<file path="src/rtl/sdnf_scanner_if.sv">
// Minterm index stream: producer offers an index, consumer accepts with m_ready.
interface sdnf_scanner_if #(
  parameter int N = 5
);
  logic         m_valid;
  logic [N-1:0] m_index;
  logic         m_ready;

  modport master (output m_valid, m_index, input m_ready);
  modport slave  (input m_valid, m_index, output m_ready);
endinterface

</file>
<file path="src/rtl/sdnf_scanner.sv">
// Truth-table extractor: sweeps every input combination through an external
// N-input function, records the minterm mask/count and streams minterm indices.
module sdnf_scanner #(
  parameter int N      = 5,
  parameter int SETTLE = 1
) (
  input  logic              clk,
  input  logic              rst,
  input  logic              start,
  output logic              busy,
  output logic [N-1:0]      fn_in,
  input  logic              fn_out,
  output logic [(1<<N)-1:0] mask,
  output logic [N:0]        count,
  sdnf_scanner_if.master    m,
  output logic              done
);

  localparam logic [3:0] SETTLE_LD = 4'(SETTLE - 1);

  typedef enum logic [1:0] {IDLE, SCAN, EMIT, FIN} state_t;

  state_t       state, state_next;
  logic [3:0]   settle;
  logic [N-1:0] p;
  logic [N-1:0] p_nxt;
  logic         m_valid_r;
  logic [N:0]   count_inc;
  logic         load, sample, settle_dec, advance;

  assign p_nxt     = p + N'(1);
  assign count_inc = count + {{N{1'b0}}, fn_out};
  assign m.m_valid = m_valid_r;
  assign m.m_index = p;

  always_ff @(posedge clk) begin
    if (rst) state <= IDLE;
    else     state <= state_next;
  end

  always_comb begin
    state_next = state;
    load       = 1'b0;
    sample     = 1'b0;
    settle_dec = 1'b0;
    advance    = 1'b0;
    busy       = (state != IDLE);
    done       = (state == FIN);
    case (state)
      IDLE: if (start) begin
        load       = 1'b1;
        state_next = SCAN;
      end
      SCAN: if (settle == 4'd0) begin
        sample = 1'b1;
        if (&fn_in) state_next = (count_inc != '0) ? EMIT : FIN;
      end else begin
        settle_dec = 1'b1;
      end
      // A slot is consumed when nothing is offered or the offer is taken.
      EMIT: if (!m_valid_r || m.m_ready) begin
        advance = 1'b1;
        if (&p) state_next = FIN;
      end
      FIN:     state_next = IDLE;
      default: state_next = IDLE;
    endcase
  end

  always_ff @(posedge clk) begin
    if (rst) begin
      fn_in     <= '0;
      mask      <= '0;
      count     <= '0;
      settle    <= '0;
      p         <= '0;
      m_valid_r <= 1'b0;
    end else if (load) begin
      fn_in     <= '0;
      mask      <= '0;
      count     <= '0;
      settle    <= SETTLE_LD;
      p         <= '0;
      m_valid_r <= 1'b0;
    end else if (sample) begin
      mask[fn_in] <= fn_out;
      count       <= count_inc;
      fn_in       <= fn_in + N'(1);
      settle      <= SETTLE_LD;
      // The emit pointer is primed so index 0 is offered on the first EMIT cycle.
      if ((&fn_in) && (count_inc != '0)) begin
        p         <= '0;
        m_valid_r <= mask[0];
      end
    end else if (settle_dec) begin
      settle <= settle - 4'd1;
    end else if (advance) begin
      if (&p) begin
        m_valid_r <= 1'b0;
      end else begin
        p         <= p_nxt;
        m_valid_r <= mask[p_nxt];
      end
    end
  end

endmodule

</file>
<file path="src/flat_wrapper.sv">
// flat-port wrapper written by rule: the top's interface ports become plain ports
module sdnf_scanner_flat 
#(
  parameter int N      = 5,
  parameter int SETTLE = 1
)
  (clk, rst, start, busy, fn_in, fn_out, mask, count, done, m_m_valid, m_m_index, m_m_ready);
  sdnf_scanner_if #(.N(N)) m_i ();
  input  logic clk;
  input  logic rst;
  input  logic start;
  output logic busy;
  output logic [N-1:0] fn_in;
  input  logic fn_out;
  output logic [(1<<N)-1:0] mask;
  output logic [N:0] count;
  output logic done;
  output wire logic [$bits(m_i.m_valid)-1:0] m_m_valid;
  output wire logic [$bits(m_i.m_index)-1:0] m_m_index;
  input wire logic [$bits(m_i.m_ready)-1:0] m_m_ready;
  assign m_m_valid = m_i.m_valid;
  assign m_m_index = m_i.m_index;
  assign m_i.m_ready = m_m_ready;
  sdnf_scanner #(.N(N), .SETTLE(SETTLE)) u_core (.clk(clk), .rst(rst), .start(start), .busy(busy), .fn_in(fn_in), .fn_out(fn_out), .mask(mask), .count(count), .m(m_i), .done(done));
endmodule
</file>
<file path="config.mk">
export PLATFORM = sky130hd
export DESIGN_NAME = sdnf_scanner_flat
export DESIGN_NICKNAME = d
export VERILOG_FILES = /design/src/rtl/sdnf_scanner_if.sv /design/src/rtl/sdnf_scanner.sv /design/src/flat_wrapper.sv
export SDC_FILE = /design/constraint.sdc
export NUM_CORES = 1
export LEC_CHECK = 0
export ABC_AREA = 0
export CAP_MARGIN = 15
export CORE_AREA = 2 2 119 92
export DETAILED_ROUTE_END_ITERATION = 10
export DIE_AREA = 0 0 121 94
export PLACE_DENSITY = 0.51
export REMOVE_ABC_BUFFERS = 1
export SLEW_MARGIN = 25
export SYNTH_ARGS = -nofsm -noshare
export SYNTH_HDL_FRONTEND = slang
export SYNTH_SLANG_ARGS = --single-unit
</file>
<file path="constraint.sdc">
create_clock -name clk -period 2.8 [get_ports clk]
set_input_delay 0.56 -clock clk [delete_from_list [all_inputs] [get_ports clk]]
set_output_delay 0.56 -clock clk [all_outputs]
set_load 0.005 [all_outputs]
</file>
==> results of run 1 <==
metrics by stage:
step	area (um^2)	hold slack (ps)	setup WS (ps)	utilization [%]
floorplan	2860	461	-422	-
global placement	3690	460	-82.5	36.4
detailed placement	3690	468	-124	36.4
CTS	3830	478	183	37.8
global route	3830	499	95.1	37.8
finish	3830	475	199	37.8
Yosys cell counts (2+ instances only):
cell / number / area [um^2]
dfxtp_1: 55 / 1100
a2111oi_0: 3 / 26.3
mux2i_1: 12 / 120
nor2b_1: 2 / 12.5
nand2b_1: 3 / 18.8
buf_2: 10 / 50.1
nor3b_1: 4 / 30.0
nor3_1: 6 / 30.0
xor2_1: 6 / 52.6
nor2_1: 28 / 105
a211oi_1: 2 / 15.0
o21ai_0: 2 / 10.0
a22o_1: 3 / 26.3
o31ai_1: 2 / 15.0
o211ai_1: 2 / 15.0
and2_1: 5 / 31.3
mux2_2: 2 / 22.5
mux4_2: 3 / 67.6
nand3_1: 33 / 165
and3_1: 4 / 25.0
xnor2_1: 3 / 26.3
nand2_1: 69 / 259
clkbuf_1: 13 / 48.8
ha_1: 15 / 188
and3b_1: 2 / 17.5
a22oi_1: 3 / 22.5
nand4_1: 3 / 18.8
or4_1: 3 / 22.5
or3_1: 2 / 12.5
a21oi_1: 36 / 180
inv_1: 10 / 37.5
report_power, final:
part           total (mW)  switching [mW]  internal (mW)
clock network       0.625           0.293          0.332
logic               0.680           0.405          0.275
registers           0.852          0.0399          0.812
metal layers:
layer,GRT usage [%],routed length (um),vias to the layer above,part of all wire (%)
met5,0,0,-,0
met4,3.88,86,0,1.0
met3,3.34,334,9,4.1
met2,22.9,3480,54,42
met1,22.5,4300,1285,52
li1,-,-,1367,-
state kept, by name (all words and copies together) (netlist names):
signal and count:
u_core.mask 32, u_core.count 6, u_core.fn_in 5, u_core.m.m_index 5, u_core.settle 4, u_core.state 2
u_core.m.m_valid 1
final cells by class:
type / count / area [um^2]
tap: 136 / 170
inverter: 10 / 37.5
multi-input combinational: 276 / 1740
clock buffer: 7 / 133
sequential: 55 / 1100
fill: 1039 / 6300
timing repair buffer: 67 / 641
clock inverter: 1 / 5.00
final timing paths:
path                            start             endpoint  slack (ps)
setup reg to reg  u_core.m.m_index[1]     u_core.m.m_valid         490
hold reg to reg       u_core.mask[22]      u_core.mask[22]         480
setup / recovery               fn_out  u_core.m.m_index[0]         200
hold / removal        u_core.mask[22]      u_core.mask[22]         480
kinds of logic after synthesis:
kind of cell / count (synthesis) / synth area share (%)
xor gates and xnor gates: 10 / 3.18
DFF: 55 / 36.8
AOI/OAI and AO/OA: 59 / 12.2
and+or+nand+nor: 174 / 28.1
buffers and inverters: 37 / 5.48
adders and majority gates: 15 / 6.28
muxes: 18 / 7.91
critical path, stage by stage:
cell,delay (ps)
clkdlybuf4s50_1,470
ha_1,250
ha_1,290
or4_1,560
a21oi_4,170
nor2_2,60
nor3_2,280
mux2_2,210
==> impl_metrics.tcl, run 1 <==
set metrics [dict create \
    die_w_um 121 \
    cts_setup_buffers 0 \
    dp_hpwl_um 5830 \
    most-common-layout-cells "69 x nand2_1, 55 x clkdlybuf4s50_1, 55 x dfxtp_1, 36 x a21oi_1, 33 x nand3_1" \
    status "completed" \
    start_util_pct 29.5 \
    fmax_mhz 385 \
    ys_ff_latch 55 \
    grt_pass1_wl_um 13900 \
    netlist_area_um2 2990 \
    dominantRegCellSynth "dfxtp_1" \
    final_max_slew_viol_count 0 \
    io_pins 56 \
    whs_path_depth 2 \
    placedCellCount 544 \
    drt_iter0_markers 123 \
    end_kind "register" \
    reg2reg_depth 7 \
    final_cells 552 \
    slew_headroom_pct 43.2 \
    ant_nets 0 \
    remaining_drc_errors 0 \
    layout-drive-gt1-share_pct 7.45 \
    die_height_um 94 \
    synth-edff-count 0 \
    finalSetupViolCount 0 \
    vias 2715 \
    final_common_cell "nand2_1" \
    die_area_um2 11400 \
    crit_required_ps 3050 \
    rsz0062_at_grt "false" \
    grt_max_degree 33 \
    finalHoldViolations 0 \
    overflow 0 \
    grt.total_usage_pct 15.4 \
    crit_type "in2reg" \
    synth_warnings 0 \
    synth_cell_types 53 \
    fin_crit_sh_pct 92.9 \
    cts_buffer_depth 2 \
    cts_resized 0 \
    syn2layout_area_growth_pct 28.0 \
    cts_tree "yes" \
    viasPerCell 4.92 \
    cap_violations 0 \
    grt_pass1_vias 2644 \
    numClockSinks 55 \
    worstPathArrival_ps 2850 \
    wl_per_cell_um 14.9 \
    syn_area_per_cell_um2 8.13 \
    setup_tns_ps 0 \
    start_kind "primary input" \
    post-route-min-period_ps 2600 \
    synth_seq_area_share_pct 36.8 \
    cts.clk_slew.worst_paths_ps 70 \
    power.leakage_nw 1.34 \
    netlist_instances 368 \
    fin_skew_ps 9.24 \
    nets 435 \
    gp_congestion 0.770 \
    antenna_cells 0 \
    drt-pass1-iter-count 4 \
    root_buffer "clkbuf_16" \
    power.density_nw_per_um2 563 \
    wl_um 8200 \
    total_power_mw 2.16 \
    io_buffer_count 55 \
    core_um2 10100 \
    ir_worst_vdd_mv 0.260 \
    ctsHoldBuffers 0 \
    critPathMaxFanout 4 \
    rows 32 \
    antenna_found_initial 0 \
    min-delay-path-class "reg2reg" \
    worstMarginPinSlew_ps 850 \
    clkLatencyLatePin_ps 300 \
    synthArstFlopShare_pct 0 \
    h-tree-depth 2 \
    cts_buffers 5 \
]
Note: power is estimated with default switching activity, not from simulation.
==> inputs of run 2 (changes only) <==
CORE_AREA = 2 2 127 98   (was 2 2 119 92)
DIE_AREA = 0 0 129 100   (was 0 0 121 94)
PLACE_DENSITY = 0.46   (was 0.51)
==> run 2 against run 1 <==
Against the previous run:
- worst setup slack got worse by 48 ps
- design area rose by 1.9%
- clock power rose by 7.7%
- worst hold slack improved by 2.2 ps
- clock-buffer cell count rose by 1
- via count rose by 0.48%
- non-clock buffer count rose by 2
- final cell count rose by 5.8%
- critical path type unchanged
==> impl_metrics.tcl, run 2 (synthesized netlist as in run 1, its figures left out) <==
set metrics [dict create \
    status "completed" \
    ant_nets 0 \
    whs_path_depth 2 \
    end_kind "register" \
    finalSetupViolCount 0 \
    grt_use_met1_pct 20.6 \
    hold_end "u_core.mask[18]" \
    nets 437 \
    start_kind "primary input" \
    grt_max_degree 33 \
    cts_setup_buffers 0 \
    critPathMaxFanout 4 \
    grt_pass1_wl_um 13900 \
    grt_pass1_vias 2606 \
    post-route-min-period_ps 2650 \
    overflow 0 \
    largest_reg_flops 32 \
    layout-drive-gt1-share_pct 8.13 \
    gp_congestion 0.763 \
    fin_skew_ps 6.56 \
    remaining_drc_errors 0 \
    cts.clk_slew.worst_paths_ps 70 \
    power.leakage_nw 1.36 \
    antenna_cells 0 \
    grt.total_usage_pct 13.7 \
    finalWorstSetupSlack_ps 151 \
    r2r_end "u_core.m.m_valid" \
    worstMarginPinSlew_ps 961 \
    fin_crit_sh_pct 94.6 \
    reg2reg_from "u_core.m.m_index[1]" \
    crit_required_ps 3040 \
    h-tree-depth 2 \
    worstPathArrival_ps 2890 \
    cts_resized 0 \
    pwr-share-comb_pct 30.7 \
    critPathLaunch "fn_out" \
    rows 35 \
    wl_per_cell_um 14.6 \
    root_buffer "clkbuf_16" \
    io_buffer_count 55 \
    rsz0062_at_grt "false" \
    numClockSinks 55 \
    io_pins 56 \
    die_w_um 129 \
    rrSetupSlack_ps 510 \
    final_common_cell "nand2_1" \
    use_met2_pct 20.1 \
    die_height_um 100 \
    min-delay-path-class "reg2reg" \
    vias 2728 \
    final_util_pct 32.9 \
    p_seq_share_pct 38.7 \
    regMostFlops "u_core.mask" \
    antenna_found_initial 0 \
    viasPerCell 4.67 \
    met3_usage_pct 2.93 \
    dp_hpwl_um 6150 \
    reg_top3 "u_core.mask: 32 flops, u_core.count: 6 flops" \
    ir_worst_vdd_mv 0.226 \
    most-common-layout-cells "69 x nand2_1, 55 x clkdlybuf4s50_1, 55 x dfxtp_1, 36 x a21oi_1, 33 x nand3_1" \
    wl_um 8530 \
    start_util_pct 25.2 \
    drt-pass1-iter-count 5 \
    power.switching_uw 728 \
    die_area_um2 12900 \
    final_max_slew_viol_count 0 \
    post-place-ws_ps -158 \
    internal-power_mw 1.47 \
    min-delay-start "u_core.mask[18]" \
    crit_type "in2reg" \
    clkLatencyLatePin_ps 300 \
    p_sw_share_pct 33.1 \
    grt.busiest_layer "met1" \
    reg2reg_depth 7 \
    slew_headroom_pct 35.8 \
    cts_buffers 5 \
    fmax_mhz 377 \
    power.density_nw_per_um2 564 \
    clkPwrFrac_pct 30.6 \
    finalHoldViolations 0 \
    cts_buffer_depth 2 \
    drt_iter0_markers 152 \
    syn2layout_area_growth_pct 30.4 \
    core_um2 11900 \
    cap_violations 0 \
    cts_tree "yes" \
    ctsHoldBuffers 0 \
]
[run 2: area by class of cell]
cell class	count	area, um^2
clock buffer	8	156
fill	1256	7970
inverter	10	37.5
multi-input combinational	276	1740
sequential	55	1100
tap	166	208
timing repair buffer	69	656
[run 2: worst max-delay path, stage by stage]
cell and delay, ps:
clkdlybuf4s50_1 490, ha_1 260, ha_1 300, or4_1 560, a21oi_4 180, nor2_2 60
nor3_2 270, mux2_2 210
[run 2: how the worst max path moves through the flow]
stage	slack, ps	endpoint	depth (start not counted)
2_1_floorplan	-420	u_core.m.m_index[0]	7
3_3_place_gp	-110	u_core.m.m_index[0]	8
3_5_place_dp	-160	u_core.m.m_index[0]	8
4_1_cts	150	u_core.m.m_index[0]	8
5_1_grt	60	u_core.m.m_index[0]	8
6_report	150	u_core.m.m_index[0]	8
[run 2: layer usage]
| layer | vias up | part of all wire (%) |
|---|---|---|
| li1 | 1368 | - |
| met1 | 1312 | 53 |
| met2 | 43 | 42 |
| met3 | 5 | 4.0 |
| met4 | 0 | 0.67 |
| met5 | - | 0 |
[run 2: through the flow]
step | instance area, um^2 | total power, mW | hold WS [ps] | TNS [ps] | cells
6_report | 3900 | 2.20 | 478 | 0 | 584
5_1_grt | 3900 | 2.33 | 503 | 0 | 584
4_1_cts | 3900 | 2.22 | 481 | 0 | 584
3_5_place_dp | 3740 | 1.55 | 465 | -848 | 576
3_3_place_gp | 3740 | 1.54 | 463 | -554 | 576
2_1_floorplan | 2860 | 1.27 | 461 | -12990 | 341
[run 2: power by group through the flow]
| stage | logic, mW | clock network (mW) | registers [mW] |
|---|---|---|---|
| finish | 0.675 | 0.673 | 0.851 |
| global route | 0.753 | 0.718 | 0.858 |
| CTS | 0.680 | 0.690 | 0.852 |
| detailed placement | 0.675 | 0 | 0.870 |
| global placement | 0.673 | 0 | 0.870 |
| floorplan | 0.412 | 0 | 0.862 |
